### src/rtl/spi_master_cfg.sv
// spi_master_cfg
//   Runtime-configurable SPI master. It supports all four CPOL/CPHA modes,
//   MSB- or LSB-first bit order, a programmable SCK half-period and
//   multi-word bursts that keep chip select asserted between words.
//
// Ports
//   clk, rst         system clock, asynchronous active-high reset
//   cfg_cpol         SCK idle level
//   cfg_cpha         0: sample on the leading edge, 1: sample on the trailing edge
//   cfg_lsb_first    1: LSB is shifted first (transmit and receive)
//   cfg_div          SCK half-period H = cfg_div + 1 clk cycles
//   cs_sel           target slave index; values >= NUM_CS select no slave
//   cs_hold          keep CS asserted after this word (burst)
//   tx_valid/ready   word handshake; tx_data is the word to send
//   rx_valid         one-cycle pulse; rx_data holds the received word until the next pulse
//   busy             high whenever the FSM is not IDLE
//   sck, mosi, miso  SPI pins
//   cs_n             active-low chip selects
module spi_master_cfg #(
  parameter  int DATA_W = 8,
  parameter  int NUM_CS = 4,
  parameter  int DIV_W  = 16,
  localparam int CS_W   = (NUM_CS > 1) ? $clog2(NUM_CS) : 1
) (
  input  logic              clk,
  input  logic              rst,
  input  logic              cfg_cpol,
  input  logic              cfg_cpha,
  input  logic              cfg_lsb_first,
  input  logic [DIV_W-1:0]  cfg_div,
  input  logic [CS_W-1:0]   cs_sel,
  input  logic              cs_hold,
  input  logic              tx_valid,
  output logic              tx_ready,
  input  logic [DATA_W-1:0] tx_data,
  output logic              rx_valid,
  output logic [DATA_W-1:0] rx_data,
  output logic              busy,
  output logic              sck,
  output logic              mosi,
  input  logic              miso,
  output logic [NUM_CS-1:0] cs_n
);

  localparam int EDGES = 2 * DATA_W;
  localparam int EW    = $clog2(EDGES + 1);

  typedef enum logic [2:0] {
    S_IDLE,
    S_LEAD,
    S_XFER,
    S_TRAIL,
    S_GAP,
    S_HELD
  } state_t;

  state_t state, state_nxt;

  logic [DIV_W-1:0]  cnt;
  logic [DIV_W-1:0]  div_q;
  logic [EW-1:0]     edge_cnt;
  logic              cpol_q, cpha_q, lsb_q, hold_q;
  logic [CS_W-1:0]   sel_q;
  logic [DATA_W-1:0] tx_sh;
  logic [DATA_W-1:0] rx_sh;

  logic          accept;
  logic          tick;
  logic          sck_edge;
  logic [EW-1:0] edge_num;
  logic          lead_edge;
  logic          do_sample;
  logic          do_shift;
  logic          frame_done;
  logic          acc_cpha;
  logic          acc_lsb;

  // Bit that goes out next from a word, honouring the bit order.
  function automatic logic first_bit(input logic [DATA_W-1:0] d, input logic lsb);
    first_bit = lsb ? d[0] : d[DATA_W-1];
  endfunction

  // Word after its outgoing bit has been consumed.
  function automatic logic [DATA_W-1:0] shift_out(input logic [DATA_W-1:0] d, input logic lsb);
    shift_out = lsb ? (d >> 1) : (d << 1);
  endfunction

  // Active-low one-hot select; out-of-range indices assert nothing.
  function automatic logic [NUM_CS-1:0] cs_decode(input logic [CS_W-1:0] sel);
    cs_decode = '1;
    for (int i = 0; i < NUM_CS; i++) begin
      if (sel == CS_W'(i)) cs_decode[i] = 1'b0;
    end
  endfunction

  assign tx_ready = (state == S_IDLE) || (state == S_HELD);
  assign busy     = (state != S_IDLE);

  always_comb begin
    accept     = tx_valid && tx_ready;
    tick       = (cnt == div_q);
    sck_edge   = tick && ((state == S_LEAD) || (state == S_XFER));
    edge_num   = (state == S_LEAD) ? EW'(1) : (edge_cnt + EW'(1));
    lead_edge  = edge_num[0];
    do_sample  = sck_edge && (cpha_q ? !lead_edge : lead_edge);
    // In CPHA=0 the first bit is already on mosi before edge 1, so the
    // trailing edges shift and the final trailing edge has nothing left.
    do_shift   = sck_edge && (cpha_q ? lead_edge
                                     : (!lead_edge && (edge_num != EW'(EDGES))));
    frame_done = (state == S_TRAIL) && tick;
    // A burst continuation reuses the mode latched by the first word.
    acc_cpha   = (state == S_HELD) ? cpha_q : cfg_cpha;
    acc_lsb    = (state == S_HELD) ? lsb_q  : cfg_lsb_first;
  end

  always_comb begin
    state_nxt = state;
    case (state)
      S_IDLE:  if (accept) state_nxt = S_LEAD;
      S_LEAD:  if (tick) state_nxt = S_XFER;
      S_XFER:  if (sck_edge && (edge_num == EW'(EDGES))) state_nxt = S_TRAIL;
      S_TRAIL: if (tick) state_nxt = hold_q ? S_HELD : S_GAP;
      S_GAP:   if (tick) state_nxt = S_IDLE;
      S_HELD:  if (accept) state_nxt = S_LEAD;
      default: state_nxt = S_IDLE;
    endcase
  end

  always_ff @(posedge clk or posedge rst) begin
    if (rst) state <= S_IDLE;
    else     state <= state_nxt;
  end

  always_ff @(posedge clk or posedge rst) begin
    if (rst) begin
      cnt      <= '0;
      div_q    <= '0;
      edge_cnt <= '0;
      cpol_q   <= 1'b0;
      cpha_q   <= 1'b0;
      lsb_q    <= 1'b0;
      hold_q   <= 1'b0;
      sel_q    <= '0;
      sck      <= 1'b0;
      mosi     <= 1'b0;
      cs_n     <= '1;
      rx_valid <= 1'b0;
      rx_data  <= '0;
    end else begin
      rx_valid <= frame_done;
      if (frame_done) rx_data <= rx_sh;

      // Half-period timer runs only while a frame or the gap is in progress.
      if ((state == S_IDLE) || (state == S_HELD) || tick) cnt <= '0;
      else                                                 cnt <= cnt + DIV_W'(1);

      if (accept)        edge_cnt <= '0;
      else if (sck_edge) edge_cnt <= edge_num;

      case (state)
        S_IDLE: begin
          sck  <= cfg_cpol;
          mosi <= 1'b0;
          cs_n <= '1;
          if (accept) begin
            cpol_q <= cfg_cpol;
            cpha_q <= cfg_cpha;
            lsb_q  <= cfg_lsb_first;
            div_q  <= cfg_div;
            sel_q  <= cs_sel;
            hold_q <= cs_hold;
            cs_n   <= cs_decode(cs_sel);
            if (!cfg_cpha) mosi <= first_bit(tx_data, cfg_lsb_first);
          end
        end
        S_HELD: begin
          sck <= cpol_q;
          if (accept) begin
            hold_q <= cs_hold;
            if (!cpha_q) mosi <= first_bit(tx_data, lsb_q);
          end
        end
        S_TRAIL: begin
          if (tick && !hold_q) cs_n <= '1;
        end
        default: ;
      endcase

      if (sck_edge) sck  <= ~sck;
      if (do_shift) mosi <= first_bit(tx_sh, lsb_q);
    end
  end

  // Shift registers carry pure data and need no reset.
  always_ff @(posedge clk) begin
    if (accept)        tx_sh <= acc_cpha ? tx_data : shift_out(tx_data, acc_lsb);
    else if (do_shift) tx_sh <= shift_out(tx_sh, lsb_q);

    if (do_sample) rx_sh <= lsb_q ? {miso, rx_sh[DATA_W-1:1]} : {rx_sh[DATA_W-2:0], miso};
  end

endmodule

### config.mk
export PLATFORM = sky130hd
export DESIGN_NAME = spi_master_cfg
export DESIGN_NICKNAME = d
export VERILOG_FILES = /design/src/rtl/spi_master_cfg.sv
export SDC_FILE = /design/constraint.sdc
export NUM_CORES = 1
export LEC_CHECK = 0
export ABC_AREA = 1
export CORE_AREA = 5 5 128 130
export CTS_BUF_LIST = sky130_fd_sc_hd__clkbuf_2
export DETAILED_ROUTE_END_ITERATION = 12
export DIE_AREA = 0 0 133 135
export HOLD_SLACK_MARGIN = 0.08
export PLACE_DENSITY = 0.43
export SYNTH_ARGS = -nofsm -noshare
export SYNTH_HDL_FRONTEND = slang
export SYNTH_SLANG_ARGS = --single-unit
### constraint.sdc
create_clock -name clk -period 3.5 [get_ports clk]
set_input_delay 0.875 -clock clk [delete_from_list [all_inputs] [get_ports clk]]
set_output_delay 0.875 -clock clk [all_outputs]
set_load 0.01 [all_outputs]
==> impl_metrics.tcl, run 1 <==
set metrics [dict create \
    synth_edf_count 16 \
    worst_pin_slew_ps 686.3 \
    period_share_pct 84.42 \
    synth.avg_cell_area_sq_um 7.562 \
    postCtsSetupBuffers 0 \
    die-area_sq_um 17960 \
    cts.path.max_buffers 2 \
    cts_buffers 9 \
    p_per_area_nw_per_um2 641.7 \
    routed_wl_microns 10740 \
    dominantRegCellSynth "dfrtp_1" \
    slew-limit-headroom_pct 54.08 \
    hold_buffers 0 \
    cp_max_fo 10 \
    port_buffers 50 \
    crit_path_start_kind "register" \
    vias 3602 \
    r2r_setup_slack_ps 1160 \
    finClkSkew_ps 8.864 \
    fillerInstances 1591 \
    status "completed" \
    synthToLayoutAreaGrowth_pct 20.63 \
    rr_worst_depth 9 \
    grt_antenna_before_repair 0 \
    die_h_microns 135 \
    cts_sinks 75 \
    core_area_sq_um 15030 \
    grt_pass1_vias 3617 \
    syn-num-nets 587 \
    multi_input_area_sq_um 1843 \
    h-tree-depth 3 \
    nNetsFinal 640 \
    netlist_instances 551 \
    ctsResizeCount 0 \
    rsz0062_at_grt "no" \
    wl_per_cell_microns 13.45 \
    setup-violations-final 0 \
    clk_pin_slew_ps 200 \
    grt_pass1_wl_microns 17730 \
    start_util_pct 27.72 \
    min-delay-start "cs_n[2]$_DFFE_PP1P_" \
    drt_iter0_drc 139 \
    cts_root_buf "clkbuf_2" \
    holdPathStages 2 \
    drt_pre_antenna_iters 4 \
    hold_end "cs_n[2]$_DFFE_PP1P_" \
    r2r-end "rx_sh[6]$_DFFE_PP_" \
    synth_area_sq_um 4166 \
    row_count 45 \
    finalSetupTns_ps 0 \
    maxSlewViolCount 0 \
    cts_tree "done" \
    fin_crit_ps 2955 \
    ys_ff_latch 75 \
    final_cell_mix "179 x nand2_1, 72 x inv_1, 55 x dfrtp_1" \
    async_flop_share_pct 78.67 \
    seq_area_frac_synth_pct 47.09 \
    yosysUniqueCellTypes 39 \
    worst_ep_arrival_time_ps 2080 \
    worstSetupEndpointType "output port" \
    power.leakage_nw 2.402 \
    drtAntennaViolNets 0 \
    place_inst 781 \
    maxCapViolations 0 \
    fmax_ghz 0.3384 \
    critical_path_required_ps 2620 \
    drive_gt1_share_pct 6.076 \
    drc_errors 0 \
    grt-ovfl-total 0 \
    power_mw 3.225 \
    fin_cells 798 \
    grtUsageTotal_pct 12.47 \
    peakVddDrop_v 0.0002934 \
    reg2reg_from "cnt[4]$_DFF_PP0_" \
    vias_per_cell 4.514 \
    worstSkewPairLatency_ps 570 \
    regArea_sq_um 1962 \
    dpl.hpwl_microns 7974 \
    ios 51 \
    grt_max_degree 39 \
    path_class "register to output port" \
    min-delay-path-class "register to register" \
    final_common_cell "nand2_1" \
    hold_viol_final 0 \
    synth_warnings 0 \
    place_congestion 0.8083 \
    die_x_microns 133 \
]
==> sequential cells by signal, summed over array words and instances, names as in the netlist <==
signal and count:
rx_valid 1, cpha_q 1, div_q 16, cpol_q 1, cnt 16, rx_data 8
mosi 1, lsb_q 1, state 3, sck 1, rx_sh 8, cs_n 4
edge_cnt 5, hold_q 1, tx_sh 8
==> cell usage after synthesis, drive strengths merged, types with 2 or more instances <==
master / n / area [sq um]
a21oi: 30 / 153.9
nor3b: 4 / 30.03
o211ai: 6 / 45.04
buf: 8 / 57.55
dfstp: 4 / 105.1
xnor2: 3 / 26.28
inv: 76 / 285.3
nor3: 9 / 45.04
edfxtp: 16 / 480.5
o21ai: 31 / 155.2
dfrtp: 55 / 1376
nor4: 2 / 12.51
nor2: 57 / 247.7
ha: 2 / 25.02
nand2: 183 / 706.9
nand4: 9 / 56.30
xor2: 7 / 61.31
mux2i: 5 / 50.05
nand3: 33 / 182.7
clkbuf: 4 / 15.01
==> final cells by class <==
type	count	area share, %
multi-input combinational	387	36.67
antenna	1	0.04979
inverter	77	5.751
timing repair buffer	54	10.80
clock inverter	7	2.116
clock buffer	9	0.8962
tap	188	4.680
sequential	75	39.03
==> metal layers <==
metal	track usage, %	wire (microns)
met5	0	0
met4	4.619	212
met3	3.912	417
met2	22.46	5331
met1	13.79	4776
==> power breakdown <==
group          switching (mW)  internal, mW
sequential              0.158          1.16
combinational           0.809         0.478
clock                   0.325         0.300
total                    1.29          1.93
==> cell families (layout without fill, tap and decap cells) <==
kind of cell / count (synthesis) / after routing / share of synthesized area (%)
XOR/XNOR: 10 / 10 / 2.102
flip-flops: 75 / 75 / 47.09
other: 0 / 1 / 0
AND/OR/NAND/NOR: 298 / 298 / 30.90
buffers and inverters: 89 / 147 / 8.678
multiplexers: 5 / 5 / 1.201
AO/OA/AOI/OAI: 72 / 72 / 9.430
adder cells (fa/ha/maj): 2 / 2 / 0.6005
==> metrics by stage <==
step,area (sq um),hold slack (ps),utilization [%],setup WS [ps]
6_report,5026,504.3,33.43,545.1
5_1_grt,5024,520.8,33.42,329.7
4_1_cts,5024,508.7,33.42,440.5
3_5_place_dp,4872,474.4,32.41,959.1
3_3_place_gp,4872,482.4,32.41,977.9
2_1_floorplan,4167,451.3,-,1175
==> critical path, cell delays in order, from the launching register on <==
cell	delay, ps
dfrtp_1	510
nor2_2	190
nand2_4	120
nand2_2	140
clkdlybuf4s50_1	550
==> worst max-delay path by stage <==
stage                          from                  to  slack, ps
2_1_floorplan                   rst    cnt[0]$_DFF_PP0_       1180
3_3_place_gp               tx_valid  tx_sh[3]$_DFFE_PP_        980
3_5_place_dp               tx_valid  tx_sh[3]$_DFFE_PP_        960
4_1_cts        state[0]$_DFFE_PP0P_            tx_ready        440
5_1_grt        state[0]$_DFFE_PP0P_            tx_ready        330
6_report       state[0]$_DFFE_PP0P_            tx_ready        550
Power figures use the tool's default switching activity.
==> inputs of run 2 (changes only) <==
--- a/config.mk
+++ b/config.mk
@@ -11,7 +11,7 @@
 export DETAILED_ROUTE_END_ITERATION = 12
 export DIE_AREA = 0 0 133 135
 export HOLD_SLACK_MARGIN = 0.08
-export PLACE_DENSITY = 0.43
+export PLACE_DENSITY = 0.44
 export SYNTH_ARGS = -nofsm -noshare
 export SYNTH_HDL_FRONTEND = slang
 export SYNTH_SLANG_ARGS = --single-unit
==> constraint.sdc (replaced) <==
create_clock -name clk -period 2.4 [get_ports clk]
set_input_delay 0.6 -clock clk [delete_from_list [all_inputs] [get_ports clk]]
set_output_delay 0.6 -clock clk [all_outputs]
set_load 0.01 [all_outputs]
==> impl_metrics.tcl, run 2 (synthesized netlist as in run 1, its figures left out) <==
set metrics [dict create \
    status "completed" \
    ios 51 \
    port_buffers 50 \
    min-delay-path-class "input pin to async pin" \
    place_congestion 0.7658 \
    vias_per_cell 4.501 \
    finalInstanceArea_sq_um 5036 \
    slowest_delay_ps 570 \
    fin_util_pct 33.50 \
    grt-ovfl-total 0 \
    grtUsageTotal_pct 12.24 \
    grt_max_degree 35 \
    drt_pre_antenna_iters 5 \
    fin_crit_ps 2250 \
    maxSlewViolCount 0 \
    post_dp_cell_area_sq_um 4925 \
    nNetsFinal 649 \
    core_area_sq_um 15030 \
    start_util_pct 27.72 \
    drt_iter0_drc 152 \
    setup.worst_path.start "cs_n[3]$_DFFE_PP1P_" \
    cts_sinks 75 \
    power.leakage_nw 2.423 \
    dpl.hpwl_microns 8072 \
    clk_pin_slew_ps 220 \
    worstSkewPairLatency_ps 560 \
    critPathTopFamily "flip-flops" \
    worstSetupEndpointType "output port" \
    antenna_cells 0 \
    r2r-end "rx_sh[1]$_DFFE_PP_" \
    fmax_ghz 0.4445 \
    grt_pass1_vias 3485 \
    fin_cells 806 \
    path_buf_inv 1 \
    crit_slowest_cell "dfstp_2" \
    drtAntennaViolNets 0 \
    worst_ep_arrival_time_ps 1650 \
    drc_errors 0 \
    cts.path.max_buffers 2 \
    die_h_microns 135 \
    critical_path_required_ps 1800 \
    finClkSkew_ps 26.40 \
    p_per_area_nw_per_um2 886.8 \
    crit_path_start_kind "register" \
    hold_viol_final 0 \
    setup-violations-final 0 \
    cp_cell_sequence "clkdlybuf4s50_1" \
    h-tree-depth 3 \
    worst_pin_slew_ps 504.9 \
    place_inst 788 \
    final_common_cell "nand2_1" \
    synthToLayoutAreaGrowth_pct 20.87 \
    row_count 45 \
    fillerInstances 1614 \
    slew-limit-headroom_pct 66.29 \
    r2r_setup_slack_ps 380 \
    dpl_worst_slack_ps 266.4 \
    cp_max_fo 2 \
    cts_root_buf "clkbuf_2" \
    reg2reg_from "cnt[11]$_DFF_PP0_" \
    rr_worst_depth 11 \
    vias 3628 \
    die_x_microns 133 \
    cts_buffers 9 \
    drive_gt1_share_pct 8.576 \
    cts_tree "done" \
    peakVddDrop_v 0.0003307 \
    period_share_pct 93.74 \
    reg_top3 "cnt x16, div_q x16" \
    hold_buffers 0 \
    final_cell_mix "179 x nand2_1, 70 x inv_1, 53 x nor2_1, 53 x dfrtp_1, 47 x clkdlybuf4s50_1" \
    multi_input_area_sq_um 1853 \
    setup_slack_ps 150.4 \
    path_class "register to output port" \
    wl_per_cell_microns 13.25 \
    grt_pass1_wl_microns 17450 \
    die-area_sq_um 17960 \
    routed_wl_microns 10680 \
    grt_antenna_before_repair 0 \
    power_mw 4.466 \
    maxCapViolations 0 \
    regArea_sq_um 1964 \
]
==> run 2: cell types whose count changed in the layout (fill, tap and decap cells not counted), sizes merged, moves of 3 or more <==
cell           previous run  this run
buf                       4        13
bufinv                    3         0
clkbuf                    9        12
clkdlybuf4s50            50        47
==> run 2: worst max path at each step <==
stage	end	slack, ps	cells after the start
6_report	cs_n[3]	150	1
5_1_grt	tx_ready	-5	4
4_1_cts	tx_ready	8	4
3_5_place_dp	tx_sh[2]$_DFFE_PP_	270	8
3_3_place_gp	tx_sh[1]$_DFFE_PP_	300	5
2_1_floorplan	cnt[0]$_DFF_PP0_	350	1
==> run 2: where the power goes <==
group	switching, mW	leakage, nW	internal (mW)
combinational	1.21	1.48	0.749
clock	0.457	0.0594	0.142
sequential	0.221	0.887	1.69
total	1.89	2.42	2.58
==> run 2: cell type report <==
| cell class | count | area share (%) |
|---|---|---|
| multi-input combinational | 387 | 36.80 |
| sequential | 75 | 39.01 |
| clock inverter | 4 | 0.4224 |
| tap | 188 | 4.671 |
| inverter | 77 | 5.739 |
| timing repair buffer | 63 | 12.17 |
| clock buffer | 12 | 1.193 |
==> run 2: routing by layer <==
metal	global-route usage, %	wire [microns]
met5	0	0
met1	14.61	4966
met3	3.875	390
met2	20.91	5179
met4	4.099	146
==> run 2: stage by stage <==
stage | setup TNS (ps) | hold WS, ps
floorplan | 0 | 451.3
global placement | 0 | 475.9
detailed placement | 0 | 478.1
CTS | 0 | 309.7
global route | -4.962 | 310.4
finish | 0 | 358.6
==> run 2: what timing repair did <==
item	4_1_cts	5_1_grt
buffers inserted	1	1
endpoints found under the setup margin	2	2
gates resized for setup	7	4
pin swaps	0	2
